`config.mk`:
```
export PLATFORM = sky130hd
export DESIGN_NAME = key_debounce
export DESIGN_NICKNAME = d
export VERILOG_FILES = /design/src/rtl/key_debounce_pkg.sv /design/src/rtl/key_debounce_ch.sv /design/src/rtl/key_debounce.sv
export SDC_FILE = /design/constraint.sdc
export NUM_CORES = 1
export LEC_CHECK = 0
export BUFFER_PORTS_ARGS = -buffer_cell sky130_fd_sc_hd__buf_2
export CAP_MARGIN = 20
export CORE_MARGIN = 2
export CORE_UTILIZATION = 60
export DETAILED_ROUTE_END_ITERATION = 10
export PLACE_DENSITY = 0.77
export SLEW_MARGIN = 20
export SYNTH_ARGS = -nofsm -noshare
export SYNTH_HDL_FRONTEND = slang
export SYNTH_HIERARCHICAL = 1
export SYNTH_SLANG_ARGS = --single-unit
```
`constraint.sdc`:
```
create_clock -name clk -period 4.4 [get_ports clk]
set_input_delay 0.22 -clock clk [delete_from_list [all_inputs] [get_ports clk]]
set_output_delay 0.22 -clock clk [all_outputs]
set_load 0.1 [all_outputs]
```
`src/rtl/key_debounce_pkg.sv`:
```
// Shared constants for the clock's push-button front end: key indices,
// 50 MHz timing defaults and the per-channel phase encoding.
package key_debounce_pkg;

   localparam int KEY_MODE = 0;
   localparam int KEY_SET  = 1;
   localparam int KEY_UP   = 2;
   localparam int KEY_DOWN = 3;

   localparam int NUM_KEYS_DEF = 4;
   localparam int DEB_CYC_DEF  = 1000000;   // 20 ms
   localparam int LONG_CYC_DEF = 50000000;  // 1 s
   localparam int RPT_CYC_DEF  = 10000000;  // 200 ms

   typedef enum logic [1:0] {
      ST_IDLE,
      ST_PRESS_WAIT,
      ST_REPEAT
   } key_phase_t;

   function automatic int max_int(input int a, input int b);
      return (a > b) ? a : b;
   endfunction

endpackage

```
`src/rtl/key_debounce_ch.sv`:
```
// One key channel: 2-flop synchronizer, debounce counter, hold counter
// and the idle/press-wait/repeat phase FSM, all outputs registered.
module key_debounce_ch
   import key_debounce_pkg::*;
#(
   parameter int DEB_CYC  = DEB_CYC_DEF,
   parameter int LONG_CYC = LONG_CYC_DEF,
   parameter int RPT_CYC  = RPT_CYC_DEF
) (
   input  logic clk,
   input  logic rst_n,
   input  logic key_n,
   output logic key_state,
   output logic key_press,
   output logic key_release,
   output logic key_long,
   output logic key_repeat
);

   localparam int DEB_W  = $clog2(DEB_CYC + 1);
   localparam int HOLD_W = $clog2(max_int(LONG_CYC, RPT_CYC) + 1);

   localparam logic [DEB_W-1:0]  DEB_LAST  = DEB_W'(DEB_CYC - 1);
   localparam logic [HOLD_W-1:0] LONG_LAST = HOLD_W'(LONG_CYC - 1);
   localparam logic [HOLD_W-1:0] RPT_LAST  = HOLD_W'(RPT_CYC - 1);
   localparam logic [HOLD_W-1:0] HOLD_MAX  = '1;

   logic              meta;
   logic              stab;
   logic              sync;
   logic              deb_accept;
   logic [DEB_W-1:0]  deb_cnt;
   logic [HOLD_W-1:0] hold_cnt;
   key_phase_t        phase;

   // Sync flops reset to the released level so a held key is seen as a new press
   always_ff @(posedge clk or negedge rst_n) begin
      if (!rst_n) begin
         meta <= 1'b1;
         stab <= 1'b1;
      end else begin
         meta <= key_n;
         stab <= meta;
      end
   end

   assign sync       = ~stab;
   assign deb_accept = (sync != key_state) && (deb_cnt == DEB_LAST);

   always_ff @(posedge clk or negedge rst_n) begin
      if (!rst_n) begin
         key_state   <= 1'b0;
         key_press   <= 1'b0;
         key_release <= 1'b0;
         key_long    <= 1'b0;
         key_repeat  <= 1'b0;
         deb_cnt     <= '0;
         hold_cnt    <= '0;
         phase       <= ST_IDLE;
      end else begin
         key_press   <= 1'b0;
         key_release <= 1'b0;
         key_long    <= 1'b0;
         key_repeat  <= 1'b0;
         if (deb_accept) begin
            // An accepted edge restarts hold timing and wins over any pending long/repeat
            key_state <= sync;
            deb_cnt   <= '0;
            hold_cnt  <= '0;
            if (sync) begin
               key_press <= 1'b1;
               phase     <= ST_PRESS_WAIT;
            end else begin
               key_release <= 1'b1;
               phase       <= ST_IDLE;
            end
         end else begin
            if (sync == key_state) begin
               deb_cnt <= '0;
            end else begin
               deb_cnt <= deb_cnt + 1'b1;
            end
            if (key_state) begin
               case (phase)
                  ST_PRESS_WAIT: begin
                     if (hold_cnt == LONG_LAST) begin
                        key_long <= 1'b1;
                        hold_cnt <= '0;
                        phase    <= ST_REPEAT;
                     end else begin
                        hold_cnt <= hold_cnt + 1'b1;
                     end
                  end
                  ST_REPEAT: begin
                     // With repeat disabled the counter just parks at full scale
                     if (RPT_CYC == 0) begin
                        if (hold_cnt != HOLD_MAX) begin
                           hold_cnt <= hold_cnt + 1'b1;
                        end
                     end else if (hold_cnt == RPT_LAST) begin
                        key_repeat <= 1'b1;
                        hold_cnt   <= '0;
                     end else begin
                        hold_cnt <= hold_cnt + 1'b1;
                     end
                  end
                  default: begin
                     hold_cnt <= '0;
                  end
               endcase
            end
         end
      end
   end

endmodule

```
`src/rtl/key_debounce.sv`:
```
// Multi-key debouncer: NUM_KEYS independent channels producing debounced
// levels plus one-cycle press, release, long-press and auto-repeat pulses.
module key_debounce
   import key_debounce_pkg::*;
#(
   parameter int NUM_KEYS = NUM_KEYS_DEF,
   parameter int DEB_CYC  = DEB_CYC_DEF,
   parameter int LONG_CYC = LONG_CYC_DEF,
   parameter int RPT_CYC  = RPT_CYC_DEF
) (
   input  logic                clk,
   input  logic                rst_n,
   input  logic [NUM_KEYS-1:0] key_n,
   output logic [NUM_KEYS-1:0] key_state,
   output logic [NUM_KEYS-1:0] key_press,
   output logic [NUM_KEYS-1:0] key_release,
   output logic [NUM_KEYS-1:0] key_long,
   output logic [NUM_KEYS-1:0] key_repeat
);

   for (genvar i = 0; i < NUM_KEYS; i++) begin : g_ch
      key_debounce_ch #(
         .DEB_CYC  (DEB_CYC),
         .LONG_CYC (LONG_CYC),
         .RPT_CYC  (RPT_CYC)
      ) u_ch (
         .clk         (clk),
         .rst_n       (rst_n),
         .key_n       (key_n[i]),
         .key_state   (key_state[i]),
         .key_press   (key_press[i]),
         .key_release (key_release[i]),
         .key_long    (key_long[i]),
         .key_repeat  (key_repeat[i])
      );
   end

endmodule
```
Word-level counts from Yosys, hierarchy flattened
Index checks and enable logic that the tools add are counted.
{ "word_totals": {"register_bits": 220, "word_cells": 196} }
{ "classes": {"addsub": 8, "n_eq_ne": 28, "muxes": 96, "bitwise_logic": 4, "reduce_logical": 20} }
{ "ops": {"columns": ["operator", "count"], "rows": [
  ["two-way mux 26 bit", 16],
  ["one-hot mux 26 bit (2 select lines)", 4],
  ["two-way mux 20 bit", 8],
  ["adder 26 x 1 -> 26 bit (second input constant)", 4],
  ["== test 26 x 24 -> 1 bit (second input constant)", 4],
  ["== test 26 bit (second input constant)", 4],
  ["adder 20 x 1 -> 20 bit (second input constant)", 4],
  ["== test 20 bit (second input constant)", 4],
  ["two-way mux 1 bit", 52],
  ["two-way mux 2 bit", 16],
  ["nonzero test 2 bit", 12],
  ["AND reduction 3 bit", 4],
  ["== test 2 x 1 -> 1 bit (second input constant)", 4],
  ["== test 2 bit (second input constant)", 4],
  ["== test 1 bit", 4],
  ["logical AND 1 bit", 4],
  ["inequality test 1 bit", 4],
  ["NOT 1 bit", 4]
]} }

Depth between registers and ports, before layout
{ "logic_depth": {"depth_word": 5, "ltp_mapped": 9} }

By module
The synthesis kept the hierarchy.
{ "modules_own_cells": {"columns": ["mod", "n_inst", "cells_per_inst", "area_per_inst_um2", "seq_area_each_um2"], "rows": [
  ["key_debounce_ch (g_ch[0].u_ch ...)", 3, 304, 2824.0, 1378.8],
  ["key_debounce_ch (g_ch[3].u_ch)", 1, 300, 2909.0, 1378.8]
]} }

Worst setup path after synthesis
No wires, ideal clock.
{ "synth_timing": {"path_kind": "reg-to-reg", "startpoint": "reg g_ch[0].u_ch.hold_cnt[0]", "endpoint": "reg g_ch[0].u_ch.hold_cnt[24]", "arrival_ns": 2.135, "t_required_ns": 4.274, "path_slack_ns": 2.139, "path_stages_with_launch": 9, "n_path_buf": 1, "synth_period_minus_slack_ns": 2.261, "cell_sequence": "dfrtp_1 -> ha_1 -> nor3b_1 -> nand4_2 -> o41a_1 -> o211ai_2 -> buf_4 -> nor2_1 -> a221o_1"} }
{ "synth_between": {"elab_chain_cells": 5, "elab_cells_between_ends": 8, "cone_classes": "add/sub (1); eq/ne (2); mux (5)"} }
{ "synth_lines": {"columns": ["item", "line", "rtl"], "rows": [
  ["start, declared", "key_debounce_ch.sv:33", "logic [HOLD_W-1:0] hold_cnt;"],
  ["start signal, assigned", "key_debounce_ch.sv:91", "hold_cnt <= hold_cnt + 1'b1;"],
  ["start signal, assigned", "key_debounce_ch.sv:98", "hold_cnt <= hold_cnt + 1'b1;"],
  ["start signal, assigned", "key_debounce_ch.sv:104", "hold_cnt <= hold_cnt + 1'b1;"],
  ["adder 26 x 1 -> 26 bit (tied with other cells)", "key_debounce_ch.sv:91, key_debounce_ch.sv:104", null],
  ["two-way mux 26 bit (on tied branches)", "key_debounce_ch.sv:100, key_debounce_ch.sv:86", null],
  ["one-hot mux 26 bit (2 select lines) *", "key_debounce_ch.sv:84", "case (phase)"],
  ["two-way mux 26 bit *", "key_debounce_ch.sv:83", "if (key_state) begin"],
  ["two-way mux 26 bit *", "key_debounce_ch.sv:65", "if (deb_accept) begin"]
]} }
Mark *: on every way between the ends. The rest lies on a longest branch, timed or not. The select of a mux whose other input is x is not followed.
A chain may end at the register's enable or synchronous reset.

Worst setup path after layout
{ "layout_timing": {"startpoint": "reg g_ch[2].u_ch.hold_cnt[0]", "endpoint": "reg g_ch[2].u_ch.hold_cnt[24]"} }
{ "layout_between": {"elab_chain_cells": 5, "elab_cells_between_ends": 8, "cone_classes": "add/sub (1); eq/ne (2); mux (5)"} }
{ "layout_lines": {"columns": ["item", "line"], "rows": [
  ["start, declared", "key_debounce_ch.sv:33"],
  ["start signal, assigned", "key_debounce_ch.sv:91"],
  ["start signal, assigned", "key_debounce_ch.sv:98"],
  ["start signal, assigned", "key_debounce_ch.sv:104"],
  ["adder 26 x 1 -> 26 bit (tied with other cells)", "key_debounce_ch.sv:91, key_debounce_ch.sv:104"],
  ["two-way mux 26 bit (on tied branches)", "key_debounce_ch.sv:100, key_debounce_ch.sv:86"],
  ["one-hot mux 26 bit (2 select lines) *", "key_debounce_ch.sv:84"],
  ["two-way mux 26 bit *", "key_debounce_ch.sv:83"],
  ["two-way mux 26 bit *", "key_debounce_ch.sv:65"]
]} }
Marks and branches as above.

==> out/qor.txt <==
Status: completed
Via/cell ratio: 6.06
CTS tree: yes
Hold depth: 2
Num CTS Buffers: 24
Cell count after placement: 1,437
Internal: 3.21 mW
Power per cell area: 326 nW/µm²
Worst R2R Start: g_ch[2].u_ch/hold_cnt[0]
Worst Path Required: 4.79 ns
Syn_nets: 1,238
Number of DRC markers in iteration 0: 563
Hold Path End: g_ch[0].u_ch/meta
Placed inst area: 11,700 µm²
Worst Slack Setup Final: 1.50 ns
Final wirelength: 22.8 mm
Min-Delay Startpoint: key_n[0]
Htree depth: 1
Fin. max-slew vios: 0
Hold-fix buffers, CTS: 5
Endpoints failing hold: 0
Final setup skew: 0.00950 ns
YS warnings: 6
RD Place Congestion: 0.815
Clk sink count: 220
Die ar.: 20,100 µm²
Main flop type after synthesis: dfrtp_1
Number of global-route vias before repair: 8,599
Total grt overflow: 0
Share of post-route cells with drive strength above 1: 8.39%
Post-CTS setup buffer count: 0
Top cells by area, synth: dfrtp_1 (47%), nand3_1 (5.2%), nor2_1 (4.4%), nand2_1 (4.3%), xor2_1 (3.1%)
Crit Path Max Fanout: 24
DR DRC count: 0
Antenna violations before repair: 0
First-pass GRT wire length: 39.3 mm
Post-CTS sizing: 0
Yosys top cell area share: 46.6%
Die W: 142 µm
Worst slew margin: 33.8%
DP HPWL: 14.5 mm
Starting Density: 61.0%
Max-cap viol count: 0
Worst Setup Start Kind: flip-flop
Area leader, netlist: dfrtp_1
R2r endpoint: g_ch[2].u_ch/hold_cnt[24]
Post-Layout Cell Count: 1,485
R2r setup slk: 1.50 ns
Pin count of the biggest net entering global routing: 133
Period utilisation layout: 65.9%
Post-synth top cells: dfrtp_1 (212), nor2_1 (133), nand2_1 (129)
Async SR Flop Fraction: 100%
Critical path class: reg2reg
Synth Instances: 1,212
Yosys reg bits: 220
RSZ-0062 raised after global routing: no
Sequential area share after synthesis: 48.5%
Setup WS pre-CTS: 1.50 ns
Fmax achieved: 345 MHz
Post-synth EDFFs: 0
Register share of total power: 50.4%
Critical Path AT: 3.29 ns
Final Critical Period: 2.90 ns
Final core area utilization: 67.1%
Routed Antenna Nets: 0
Leakage: 5.51 nW
Ant diodes: 0
Core area: 18,600 µm²
Setup violators final: 0
Avg WL per Cell: 15.3 µm
Switching power: 0.861 mW
Worst-Margin Slew: 0.993 ns
Clk buf depth: 3
First-pass DRT Iterations: 5
Cell Area, Synth: 11,400 µm²
Sw Share: 21.1%
Vias: 9,005
Global Route Usage Sum: 23.0%
Worst setup EP type: flip-flop
Die height: 142 µm
Mean Syn Cell Area: 9.39 µm²
Reg clk slew, reported paths: 0.06 ns
Comb pwr share: 1.9%
FF-to-FF path depth: 7
Design area: 12,500 µm²
Top-count cell post-synth: dfrtp_1
Number of distinct library cells after synthesis: 57
Area grow syn2layout: 9.96%
# nets final: 1,260
Port Buffers: 25
Final TNS setup: 0 ns
Clock power frac: 47.7%
Ports: 26
Design Power: 4.07 mW
VDD IR max: 268 µV
Hold_ws: 0.353 ns
# rows: 50
Clk root buf: clkbuf_16
HP Class: in2reg
Worst skew pair latency: 0.51 ns
-- worst max-delay path, cell delays in order (launching register included) --
cell and delay [ns]:
dfrtp_1 0.46, ha_1 0.26, nor3b_1 0.25, nand4_2 0.18, o41a_1 0.48, o211ai_2 0.77
nor2_1 0.11, a221o_1 0.28
-- power groups by stage --
stage	Combinational [mW]	Clock [mW]	Sequential (mW)
6_report	0.0774	1.94	2.05
4_1_cts	0.0813	2.00	2.05
2_1_floorplan	0.0251	0	2.09
3_5_place_dp	0.0774	0	2.09
5_1_grt	0.0916	2.09	2.05
3_3_place_gp	0.0764	0	2.09
-- registers in the layout (all words and copies together), names as in the netlist --
name and count:
g_ch.u_ch/hold_cnt 104, g_ch.u_ch/deb_cnt 80, g_ch.u_ch/phase 8, g_ch.u_ch/key_long 4
g_ch.u_ch/key_press 4, g_ch.u_ch/key_release 4, g_ch.u_ch/key_repeat 4, g_ch.u_ch/key_state 4
g_ch.u_ch/meta 4, g_ch.u_ch/stab 4
-- area by class of cell --
type	count	area [µm²]
clock buffer	37	741
clock inverter	6	36.3
fill	1500	6130
inverter	49	184
multi-input combinational	906	5530
sequential	220	5520
tap	234	293
timing repair buffer	33	220
-- layer usage --
metal,up-vias,routed length (µm),track usage [%]
met5,-,0,0
met4,0,403,5.47
met3,28,825,3.58
met1,4361,10700,31.8
li1,4448,-,-
met2,168,10900,38.7
-- cells by family (layout without fill, tap and decap cells) --
family | after synthesis | count (layout) | synth area share (%)
flops | 220 | 220 | 48.5
xor+xnor | 73 | 73 | 5.62
compound gates | 190 | 190 | 11.8
buf+inv | 86 | 125 | 3.35
fa+ha+maj | 20 | 20 | 2.20
simple gates | 614 | 614 | 27.8
mux | 9 | 9 | 0.803
-- placed cells by master, fill, tap and decap left out, types with 16 or more instances in the layout --
master / count
nor3_1: 20
and3_1: 50
inv_1: 48
xor2_1: 40
dfrtp_1: 212
xnor2_1: 33
nor4_1: 16
nand4_1: 43
ha_1: 20
or3_1: 32
nor2_1: 133
o21ai_0: 38
buf_2: 24
a21oi_1: 49
clkbuf_16: 25
o311ai_0: 24
nand2_1: 129
nand3_1: 118
-- how the worst max path moves through the flow --
stage	slack, ns	cells after the start	from	end
after floorplan	2.14	8	g_ch[0].u_ch/hold_cnt[0]	g_ch[0].u_ch/hold_cnt[24]
after global placement	1.59	7	g_ch[1].u_ch/hold_cnt[0]	g_ch[1].u_ch/hold_cnt[24]
after detailed placement	1.50	7	g_ch[1].u_ch/hold_cnt[0]	g_ch[1].u_ch/hold_cnt[24]
after CTS	1.50	7	g_ch[2].u_ch/hold_cnt[0]	g_ch[2].u_ch/hold_cnt[24]
after global routing	1.27	7	g_ch[1].u_ch/hold_cnt[0]	g_ch[1].u_ch/hold_cnt[24]
final	1.50	7	g_ch[2].u_ch/hold_cnt[0]	g_ch[2].u_ch/hold_cnt[24]
(Power assumes the default switching activity.)
